### config.mk
export PLATFORM = sky130hd
export DESIGN_NAME = tblink_rpc_call_mux
export DESIGN_NICKNAME = d
export VERILOG_FILES = /design/src/rtl/tblink_rpc_hdl_pkg.sv /design/src/rtl/tblink_rpc_rr_arb.sv /design/src/rtl/tblink_rpc_call_mux.sv
export SDC_FILE = /design/constraint.sdc
export NUM_CORES = 1
export LEC_CHECK = 0
export CAP_MARGIN = 20
export CORE_AREA = 10 10 277 279
export CTS_CLUSTER_DIAMETER = 40
export DETAILED_ROUTE_END_ITERATION = 7
export DIE_AREA = 0 0 287 289
export GPL_TIMING_DRIVEN = 0
export PLACE_DENSITY = 0.61
export SLEW_MARGIN = 40
export SYNTH_ARGS = -nofsm -noshare
export SYNTH_HDL_FRONTEND = slang
export SYNTH_SLANG_ARGS = --single-unit
### constraint.sdc
create_clock -name i_clk -period 3.2 [get_ports i_clk]
set_clock_uncertainty 0.1 [all_clocks]
set_input_delay 0.48 -clock i_clk [delete_from_list [all_inputs] [get_ports i_clk]]
set_output_delay 0.48 -clock i_clk [all_outputs]
set_load 0.01 [all_outputs]
### src/rtl/tblink_rpc_hdl_pkg.sv
// Shared types and helpers for the TBLink RPC HDL-side call multiplexer.
package tblink_rpc_hdl_pkg;

  // Owner field is wide enough for up to 256 requester channels.
  localparam int OWNER_W = 8;

  // One call-table entry: in-flight flag plus the channel that issued the call.
  typedef struct packed {
    logic               valid;
    logic [OWNER_W-1:0] owner;
  } call_entry_t;

  // Index width for a table of n entries, never narrower than one bit.
  function automatic int clog2_min1(input int n);
    return (n > 1) ? $clog2(n) : 1;
  endfunction

endpackage

### src/rtl/tblink_rpc_rr_arb.sv
// Round-robin arbiter: grants the first requester at or after the pointer,
// wrapping around; the pointer moves past the winner when the grant is used.
module tblink_rpc_rr_arb
  import tblink_rpc_hdl_pkg::*;
#(
  parameter  int N     = 4,
  localparam int IDX_W = clog2_min1(N)
) (
  input  logic             i_clk,
  input  logic             i_rst_n,
  input  logic [N-1:0]     i_req,
  input  logic             i_accept,
  output logic             o_any,
  output logic [N-1:0]     o_grant,
  output logic [IDX_W-1:0] o_grant_idx
);

  logic [IDX_W-1:0] r_ptr;
  logic             w_hi_any;
  logic [IDX_W-1:0] w_hi_idx;
  logic [IDX_W-1:0] w_lo_idx;

  // Winner search: lowest requester at/above the pointer, else lowest overall.
  // NOTE: every combinational output gets a default first so no path can infer a latch.
  always_comb begin
    o_any    = 1'b0;
    w_hi_any = 1'b0;
    w_hi_idx = '0;
    w_lo_idx = '0;
    for (int i = N - 1; i >= 0; i--) begin
      if (i_req[i]) begin
        o_any    = 1'b1;
        w_lo_idx = IDX_W'(i);
        if (IDX_W'(i) >= r_ptr) begin
          w_hi_any = 1'b1;
          w_hi_idx = IDX_W'(i);
        end
      end
    end
    o_grant_idx = w_hi_any ? w_hi_idx : w_lo_idx;
    o_grant     = '0;
    for (int i = 0; i < N; i++) begin
      o_grant[i] = o_any && (o_grant_idx == IDX_W'(i));
    end
  end

  // Pointer advances to the channel after the winner only when the grant is taken.
  // NOTE: state registers use non-blocking assignments so all flops update together at the edge.
  always_ff @(posedge i_clk or negedge i_rst_n) begin
    if (!i_rst_n) begin
      r_ptr <= '0;
    end else if (i_accept && o_any) begin
      r_ptr <= (o_grant_idx == IDX_W'(N - 1)) ? '0 : o_grant_idx + 1'b1;
    end
  end

endmodule

### src/rtl/tblink_rpc_call_mux.sv
// Multi-channel call multiplexer: tags requests with a call_id from a bounded
// table, serialises them onto one invoke stream and routes responses back to
// the issuing channel by call_id.
// Optional per-call timeout: define TBLINK_RPC_CALL_TIMEOUT_EN.
module tblink_rpc_call_mux
  import tblink_rpc_hdl_pkg::*;
#(
  parameter  int NUM_CHANNELS    = 4,
  parameter  int MAX_OUTSTANDING = 8,
  parameter  int METHOD_W        = 8,
  parameter  int PARAM_W         = 64,
  parameter  int RET_W           = 64,
  parameter  int TIMEOUT_CYCLES  = 1024,
  localparam int ID_W            = clog2_min1(MAX_OUTSTANDING)
) (
  input  logic                         i_clk,
  input  logic                         i_rst_n,
  input  logic [NUM_CHANNELS-1:0]      i_req_valid,
  output logic [NUM_CHANNELS-1:0]      o_req_ready,
  input  logic [NUM_CHANNELS*METHOD_W-1:0] i_req_method,
  input  logic [NUM_CHANNELS*PARAM_W-1:0]  i_req_params,
  output logic                         o_out_valid,
  input  logic                         i_out_ready,
  output logic [ID_W-1:0]              o_out_call_id,
  output logic [METHOD_W-1:0]          o_out_method,
  output logic [PARAM_W-1:0]           o_out_params,
  input  logic                         i_in_valid,
  output logic                         o_in_ready,
  input  logic [ID_W-1:0]              i_in_call_id,
  input  logic [RET_W-1:0]             i_in_retval,
  output logic [NUM_CHANNELS-1:0]      o_rsp_valid,
  input  logic [NUM_CHANNELS-1:0]      i_rsp_ready,
  output logic [NUM_CHANNELS*ID_W-1:0] o_rsp_call_id,
  output logic [NUM_CHANNELS*RET_W-1:0] o_rsp_retval,
  output logic [NUM_CHANNELS-1:0]      o_rsp_error,
  output logic [ID_W:0]                o_outstanding,
  output logic                         o_stray_err
);

  localparam int CH_W = clog2_min1(NUM_CHANNELS);

  call_entry_t                 r_table [MAX_OUTSTANDING];
  logic                        r_out_valid;
  logic [ID_W-1:0]             r_out_call_id;
  logic [METHOD_W-1:0]         r_out_method;
  logic [PARAM_W-1:0]          r_out_params;
  logic [NUM_CHANNELS-1:0]     r_rsp_valid;
  logic [ID_W-1:0]             r_rsp_call_id [NUM_CHANNELS];
  logic [RET_W-1:0]            r_rsp_retval  [NUM_CHANNELS];
  logic                        r_stray_err;

  logic                        w_free_any;
  logic [ID_W-1:0]             w_free_id;
  logic [ID_W:0]               w_count;
  logic                        w_load_ok;
  logic                        w_load;
  logic                        w_arb_any;
  logic [NUM_CHANNELS-1:0]     w_grant;
  logic [CH_W-1:0]             w_grant_idx;
  call_entry_t                 w_in_entry;
  logic                        w_in_hit;
  logic [NUM_CHANNELS-1:0]     w_in_tgt;
  logic [NUM_CHANNELS-1:0]     w_rsp_free;
  logic                        w_in_acc;
  logic                        w_in_deliver;
  logic [MAX_OUTSTANDING-1:0]  w_to_free;
  logic [MAX_OUTSTANDING-1:0]  w_free_mask;

  // Lowest free entry and occupancy, both from registered table state.
  always_comb begin
    w_free_any = 1'b0;
    w_free_id  = '0;
    w_count    = '0;
    for (int i = MAX_OUTSTANDING - 1; i >= 0; i--) begin
      if (!r_table[i].valid) begin
        w_free_any = 1'b1;
        w_free_id  = ID_W'(i);
      end
      w_count = w_count + {{ID_W{1'b0}}, r_table[i].valid};
    end
  end

  assign w_load_ok = (!r_out_valid || i_out_ready) && w_free_any;
  assign w_load    = w_load_ok && w_arb_any;

  tblink_rpc_rr_arb #(.N(NUM_CHANNELS)) u_arb (
    .i_clk       (i_clk),
    .i_rst_n     (i_rst_n),
    .i_req       (i_req_valid),
    .i_accept    (w_load_ok),
    .o_any       (w_arb_any),
    .o_grant     (w_grant),
    .o_grant_idx (w_grant_idx)
  );

  assign o_req_ready = w_load ? w_grant : '0;

  // Outbound register: reload when empty or being consumed, otherwise hold.
  always_ff @(posedge i_clk or negedge i_rst_n) begin
    if (!i_rst_n) begin
      r_out_valid   <= 1'b0;
      r_out_call_id <= '0;
      r_out_method  <= '0;
      r_out_params  <= '0;
    end else if (w_load) begin
      r_out_valid   <= 1'b1;
      r_out_call_id <= w_free_id;
      r_out_method  <= i_req_method[w_grant_idx*METHOD_W +: METHOD_W];
      r_out_params  <= i_req_params[w_grant_idx*PARAM_W +: PARAM_W];
    end else if (i_out_ready) begin
      r_out_valid   <= 1'b0;
    end
  end

  // Inbound lookup: a known id routes to its owner; an unknown id is a stray
  // that is always accepted so it can never stall the transport.
  always_comb begin
    w_in_entry = r_table[i_in_call_id];
    w_in_hit   = w_in_entry.valid;
    w_rsp_free = '0;
    w_in_tgt   = '0;
    for (int c = 0; c < NUM_CHANNELS; c++) begin
      w_rsp_free[c] = !r_rsp_valid[c] || i_rsp_ready[c];
      w_in_tgt[c]   = w_in_hit && (w_in_entry.owner == OWNER_W'(c));
    end
  end

  assign o_in_ready   = !w_in_hit || |(w_in_tgt & w_rsp_free);
  assign w_in_acc     = i_in_valid && o_in_ready;
  assign w_in_deliver = w_in_acc && w_in_hit;

`ifdef TBLINK_RPC_CALL_TIMEOUT_EN
  localparam int TMR_W = $clog2(TIMEOUT_CYCLES + 1);

  logic [TMR_W-1:0]        r_timer [MAX_OUTSTANDING];
  logic [NUM_CHANNELS-1:0] r_rsp_error;
  logic [NUM_CHANNELS-1:0] w_to_fire;
  logic [ID_W-1:0]         w_to_id [NUM_CHANNELS];

  // Per channel, pick the lowest expired entry; an inbound response to that
  // channel in the same cycle takes priority.
  always_comb begin
    w_to_fire = '0;
    w_to_free = '0;
    for (int c = 0; c < NUM_CHANNELS; c++) begin
      w_to_id[c] = '0;
      for (int i = MAX_OUTSTANDING - 1; i >= 0; i--) begin
        if (r_table[i].valid && (r_table[i].owner == OWNER_W'(c)) &&
            (r_timer[i] == TMR_W'(TIMEOUT_CYCLES))) begin
          w_to_fire[c] = 1'b1;
          w_to_id[c]   = ID_W'(i);
        end
      end
      w_to_fire[c] = w_to_fire[c] && w_rsp_free[c] && !(w_in_acc && w_in_tgt[c]);
      if (w_to_fire[c]) w_to_free[w_to_id[c]] = 1'b1;
    end
  end

  // Age counters: restart on allocation, saturate at the expiry value.
  always_ff @(posedge i_clk or negedge i_rst_n) begin
    if (!i_rst_n) begin
      for (int i = 0; i < MAX_OUTSTANDING; i++) r_timer[i] <= '0;
    end else begin
      for (int i = 0; i < MAX_OUTSTANDING; i++) begin
        if (w_load && (w_free_id == ID_W'(i))) begin
          r_timer[i] <= '0;
        end else if (r_table[i].valid && (r_timer[i] != TMR_W'(TIMEOUT_CYCLES))) begin
          r_timer[i] <= r_timer[i] + 1'b1;
        end
      end
    end
  end

  assign o_rsp_error = r_rsp_error;
`else
  assign w_to_free   = '0;
  assign o_rsp_error = '0;
`endif

  // An entry is released by a delivered response or by its timeout firing.
  always_comb begin
    w_free_mask = w_to_free;
    if (w_in_deliver) w_free_mask[i_in_call_id] = 1'b1;
  end

  // Call table: allocation and release never target the same entry in one cycle.
  // NOTE: the table is reset explicitly; its valid bits are control state, not payload storage.
  always_ff @(posedge i_clk or negedge i_rst_n) begin
    if (!i_rst_n) begin
      for (int i = 0; i < MAX_OUTSTANDING; i++) r_table[i] <= '0;
    end else begin
      for (int i = 0; i < MAX_OUTSTANDING; i++) begin
        if (w_load && (w_free_id == ID_W'(i))) begin
          r_table[i].valid <= 1'b1;
          r_table[i].owner <= OWNER_W'(w_grant_idx);
        end else if (w_free_mask[i]) begin
          r_table[i].valid <= 1'b0;
        end
      end
    end
  end

  // Per-channel response registers: one slot each, held until the channel takes it.
  always_ff @(posedge i_clk or negedge i_rst_n) begin
    if (!i_rst_n) begin
      r_rsp_valid <= '0;
      for (int c = 0; c < NUM_CHANNELS; c++) begin
        r_rsp_call_id[c] <= '0;
        r_rsp_retval[c]  <= '0;
      end
`ifdef TBLINK_RPC_CALL_TIMEOUT_EN
      r_rsp_error <= '0;
`endif
    end else begin
      for (int c = 0; c < NUM_CHANNELS; c++) begin
        if (w_in_deliver && w_in_tgt[c]) begin
          r_rsp_valid[c]   <= 1'b1;
          r_rsp_call_id[c] <= i_in_call_id;
          r_rsp_retval[c]  <= i_in_retval;
`ifdef TBLINK_RPC_CALL_TIMEOUT_EN
          r_rsp_error[c]   <= 1'b0;
        end else if (w_to_fire[c]) begin
          r_rsp_valid[c]   <= 1'b1;
          r_rsp_call_id[c] <= w_to_id[c];
          r_rsp_retval[c]  <= '0;
          r_rsp_error[c]   <= 1'b1;
`endif
        end else if (i_rsp_ready[c]) begin
          r_rsp_valid[c]   <= 1'b0;
        end
      end
    end
  end

  // Sticky flag for responses carrying an id that is not in flight.
  always_ff @(posedge i_clk or negedge i_rst_n) begin
    if (!i_rst_n) begin
      r_stray_err <= 1'b0;
    end else if (w_in_acc && !w_in_hit) begin
      r_stray_err <= 1'b1;
    end
  end

  // Flatten per-channel response registers onto the packed output buses.
  always_comb begin
    o_rsp_call_id = '0;
    o_rsp_retval  = '0;
    for (int c = 0; c < NUM_CHANNELS; c++) begin
      o_rsp_call_id[c*ID_W +: ID_W]   = r_rsp_call_id[c];
      o_rsp_retval[c*RET_W +: RET_W]  = r_rsp_retval[c];
    end
  end

  assign o_out_valid   = r_out_valid;
  assign o_out_call_id = r_out_call_id;
  assign o_out_method  = r_out_method;
  assign o_out_params  = r_out_params;
  assign o_rsp_valid   = r_rsp_valid;
  assign o_outstanding = w_count;
  assign o_stray_err   = r_stray_err;

endmodule

==> impl_metrics.json <==
{
  "finalCoreUtilization_pct": 39.7,
  "synthCells": 1357,
  "grtUsageTotal_pct": 17.4,
  "drt_drc_violations_left": 0,
  "fmax_mhz": 252,
  "number_of_drc_markers_in_iteration_0": 540,
  "syn-mean-instance-area_sq_um": 12.6,
  "layout_setup_ws_ns": -0.765,
  "slew_viol_final": 0,
  "worstSkewPairLatency_ns": 0.58,
  "die_w_um": 287,
  "irDropWorstVdd_mv": 0.597,
  "dieArea_sq_mm": 0.0829,
  "static_power_due_to_leakage_uw": 0.0115,
  "global_route_wire_length_before_repair_mm": 108,
  "grt_remaining_overflow": 0,
  "wl_met3_mm": 6.49,
  "count_of_flip_flops_with_a_built_in_enable_after_synthesis": 0,
  "areaGrowthSynthToFinish_pct": 65.4,
  "average_vias_per_placed_instance": 4.54,
  "grt_max_degree": 77,
  "synth_cell_type_count": 46,
  "cts_buffer_depth": 3,
  "clock_root_buffer": "sky130_fd_sc_hd__clkbuf_16",
  "vias": 14400,
  "floorplan.rows": 98,
  "postSynth.topFlopCell": "sky130_fd_sc_hd__dfrtp_1",
  "element_type_at_the_critical_path_end": "output port",
  "post_synthesis_sequential_element_count": 375,
  "critical_path_class": "flip-flop to output port",
  "synthesis.area_sq_mm": 0.0171,
  "arrival_ns": 3.38,
  "grt_pass1_vias": 16000,
  "wirelength_met1_mm": 27.2,
  "antenna_viol_nets_final": 0,
  "fillerInstances": 6740,
  "min_period_over_period_pct": 124,
  "synth_async_sr_flop_share_pct": 100,
  "met2_wire_len_mm": 36.7,
  "yosys_warnings": 0,
  "initial_utilization_pct": 24.0,
  "data_required_time_at_the_worst_endpoint_ns": 2.62,
  "sequential_cell_area_sq_mm": 0.00939,
  "max-slew-margin-rel_pct": 46.9,
  "yosysSeqAreaShare_pct": 54.9,
  "number_of_antenna_violations_at_the_first_check_in_global_routing": 12,
  "globalplace.congestion": 0.907,
  "timing_worst_slew_pin_value_ns": 0.796,
  "multiInputGateArea_sq_mm": 0.00719,
  "drive_above_1_share_pct": 22.4,
  "chipHeight_um": 289,
  "setup_violating_endpoint_count_in_the_final_report": 4,
  "cts_inserted_buffers": 66,
  "fp.coreArea_sq_mm": 0.0711,
  "outcome": "complete, but fails checks",
  "clk_pin_slew_ns": 0.05,
  "critical_path.startpoint_type": "flip-flop",
  "cts_num_sinks": 375,
  "port-buffer-count": 723,
  "detailed_place_hpwl_mm": 61.4,
  "grt_setup_unrepaired": "yes",
  "holdCritPathClass": "primary input to async pin",
  "maxCapViolCount": 0,
  "violations": "negative setup slack",
  "finalHoldViolCount": 0,
  "postRouteWirelength_mm": 74.5,
  "highest_layer": "met5",
  "nNetsFinal": 2548,
  "cts_max_level": 3,
  "io_pins": 729,
  "clock_tree_from_tritoncts": "done",
  "worst-path-max-fanout": 2,
  "finalHoldWorstSlack_ns": 0.338,
  "drtPass1Iterations": 7,
  "power.density_mw_per_mm2": 1070,
  "final.min_clock_period_ns": 3.96,
  "routedWlPerCell_um": 23.5
}
-- sequential cells by signal, summed over array words and instances (netlist names) --
signal         flops
o_rsp_retval     256
o_out_call_id      3
r_table           24
o_stray_err        1
o_out_method       8
o_rsp_valid        4
u_arb.r_ptr        2
o_out_params      64
o_out_valid        1
o_rsp_call_id     12
-- final cells by class --
| type | count | area share (%) |
|---|---|---|
| Antenna cell | 3 | 0.0266 |
| Tap cell | 950 | 4.21 |
| Buffer | 100 | 2.03 |
| Timing Repair Buffer | 745 | 26.5 |
| Sequential cell | 375 | 33.2 |
| Clock buffer | 78 | 6.22 |
| Clock inverter | 41 | 2.06 |
| Inverter | 23 | 0.314 |
| Multi-Input combinational cell | 857 | 25.4 |
-- placed cells by master, fill, tap and decap left out, drive strengths merged, types with 3 or more instances in the layout --
cell | netlist | layout
or2 | 5 | 5
clkinv | 0 | 16
nor3 | 4 | 4
mux2 | 289 | 289
mux2i | 12 | 12
buf | 45 | 72
o21ai | 7 | 7
fa | 4 | 4
clkbuf | 60 | 133
ha | 9 | 9
bufinv | 0 | 11
nand2 | 91 | 91
o31ai | 74 | 74
o22ai | 3 | 3
nor2 | 17 | 17
dfrtp | 375 | 375
dlygate4sd2 | 0 | 6
nand2b | 7 | 7
diode | 0 | 3
a211oi | 145 | 145
a22oi | 5 | 5
conb | 1 | 4
inv | 23 | 36
clkdlybuf4s50 | 0 | 711
nor2b | 150 | 150
a21oi | 9 | 9
-- cells in the mapped netlist (2+ instances only) --
library cell | n | area share (%)
sky130_fd_sc_hd__dfrtp_1 | 375 | 55
sky130_fd_sc_hd__mux2_2 | 259 | 17
sky130_fd_sc_hd__nor2b_1 | 149 | 5.5
sky130_fd_sc_hd__a211oi_1 | 145 | 6.4
sky130_fd_sc_hd__nand2_1 | 91 | 2.0
sky130_fd_sc_hd__o31ai_1 | 74 | 3.3
sky130_fd_sc_hd__clkbuf_1 | 60 | 1.3
sky130_fd_sc_hd__mux2_4 | 30 | 2.6
sky130_fd_sc_hd__inv_1 | 22 | 0.48
sky130_fd_sc_hd__buf_2 | 17 | 0.50
sky130_fd_sc_hd__nor2_1 | 17 | 0.37
sky130_fd_sc_hd__buf_4 | 14 | 0.62
sky130_fd_sc_hd__mux2i_1 | 12 | 0.70
sky130_fd_sc_hd__a21oi_1 | 9 | 0.26
sky130_fd_sc_hd__buf_1 | 9 | 0.20
sky130_fd_sc_hd__ha_1 | 9 | 0.66
sky130_fd_sc_hd__nand2b_1 | 7 | 0.26
sky130_fd_sc_hd__o21ai_0 | 7 | 0.20
sky130_fd_sc_hd__a22oi_1 | 5 | 0.22
sky130_fd_sc_hd__fa_1 | 4 | 0.47
sky130_fd_sc_hd__nor3_1 | 4 | 0.12
sky130_fd_sc_hd__buf_12 | 3 | 0.35
sky130_fd_sc_hd__o22ai_1 | 3 | 0.11
sky130_fd_sc_hd__or2_2 | 3 | 0.11
sky130_fd_sc_hd__a21o_1 | 2 | 0.088
sky130_fd_sc_hd__a2bb2oi_1 | 2 | 0.10
sky130_fd_sc_hd__and3_1 | 2 | 0.073
sky130_fd_sc_hd__buf_6 | 2 | 0.13
sky130_fd_sc_hd__nand3_1 | 2 | 0.059
sky130_fd_sc_hd__o221ai_1 | 2 | 0.10
sky130_fd_sc_hd__or2_1 | 2 | 0.073
-- logic make-up (layout without fill, tap and decap cells) --
kind of cell | count (synthesis) | after routing | synth area share (%)
adder cells (fa/ha/maj) | 13 | 13 | 1.13
AO/OA/AOI/OAI | 253 | 253 | 10.9
XOR/XNOR | 1 | 1 | 0.0513
other | 1 | 7 | 0.0219
multiplexers | 301 | 301 | 20.4
AND/OR/NAND/NOR | 285 | 285 | 8.97
flip-flops | 375 | 375 | 54.9
buffers and inverters | 128 | 987 | 3.62
-- report_power, final --
group          internal (uW)  switching (uW)  leakage, uW  total (uW)
sequential              7150            1340      0.00448        8490
combinational           7600            6660      0.00584       14300
clock                   4870            2520      0.00115        7390
total                  19600           10500       0.0115       30100
-- metal layers --
metal / vias to the layer above / track usage (%)
li1: 6525 / -
met1: 7054 / 18.2
met2: 631 / 30.1
met3: 178 / 6.25
met4: 12 / 9.31
met5: - / 0
-- worst paths after layout --
| check | startpoint | end | slack (ns) | depth (start not counted) |
|---|---|---|---|---|
| max | r_table[8] | o_outstanding[2] | -0.76 | 9 |
| min | i_rst_n | o_rsp_retval[114] | 0.34 | 2 |
| max reg2reg | u_arb.r_ptr[1] | o_out_params[7] | 0.13 | 9 |
| min reg2reg | o_stray_err | o_stray_err | 0.35 | 1 |
| max in group asynchronous | i_rst_n | o_rsp_retval[15] | 0.84 | 6 |
| min in group i_clk | o_stray_err | o_stray_err | 0.35 | 1 |
-- per-stage QoR --
| step | std cells | total power (uW) | TNS [ns] | area, sq um | setup slack (ns) |
|---|---|---|---|---|---|
| after CTS | 3162 | 30400 | -2.58 | 28200 | -0.809 |
| final | 3172 | 30100 | -2.34 | 28300 | -0.765 |
| after global routing | 3170 | 31800 | -2.85 | 28300 | -0.879 |
| after floorplan | 1360 | 14500 | -0.122 | 17100 | -0.0695 |
| after global placement | 3033 | 22500 | -5716.32 | 25500 | -14.64 |
| after detailed placement | 3038 | 22700 | -287.59 | 25700 | -1.50 |
-- critical path, cell delays in order, from the launching register on --
cell and delay, ns:
sky130_fd_sc_hd__dfrtp_2 0.42, sky130_fd_sc_hd__fa_1 0.54, sky130_fd_sc_hd__inv_1 0.05, sky130_fd_sc_hd__fa_1 0.44, sky130_fd_sc_hd__fa_1 0.52, sky130_fd_sc_hd__inv_2 0.05
sky130_fd_sc_hd__ha_4 0.16, sky130_fd_sc_hd__fa_2 0.35, sky130_fd_sc_hd__xor2_2 0.17, sky130_fd_sc_hd__buf_2 0.14
-- repair_timing --
action,in CTS,in global routing
resized for setup,59,18
setup buffers,9,7
hold endpoints to repair,59,0
hold buffers,1,0
pin swaps,3,4
setup endpoints to repair,276,48
Note: power is estimated with default switching activity, not from simulation.
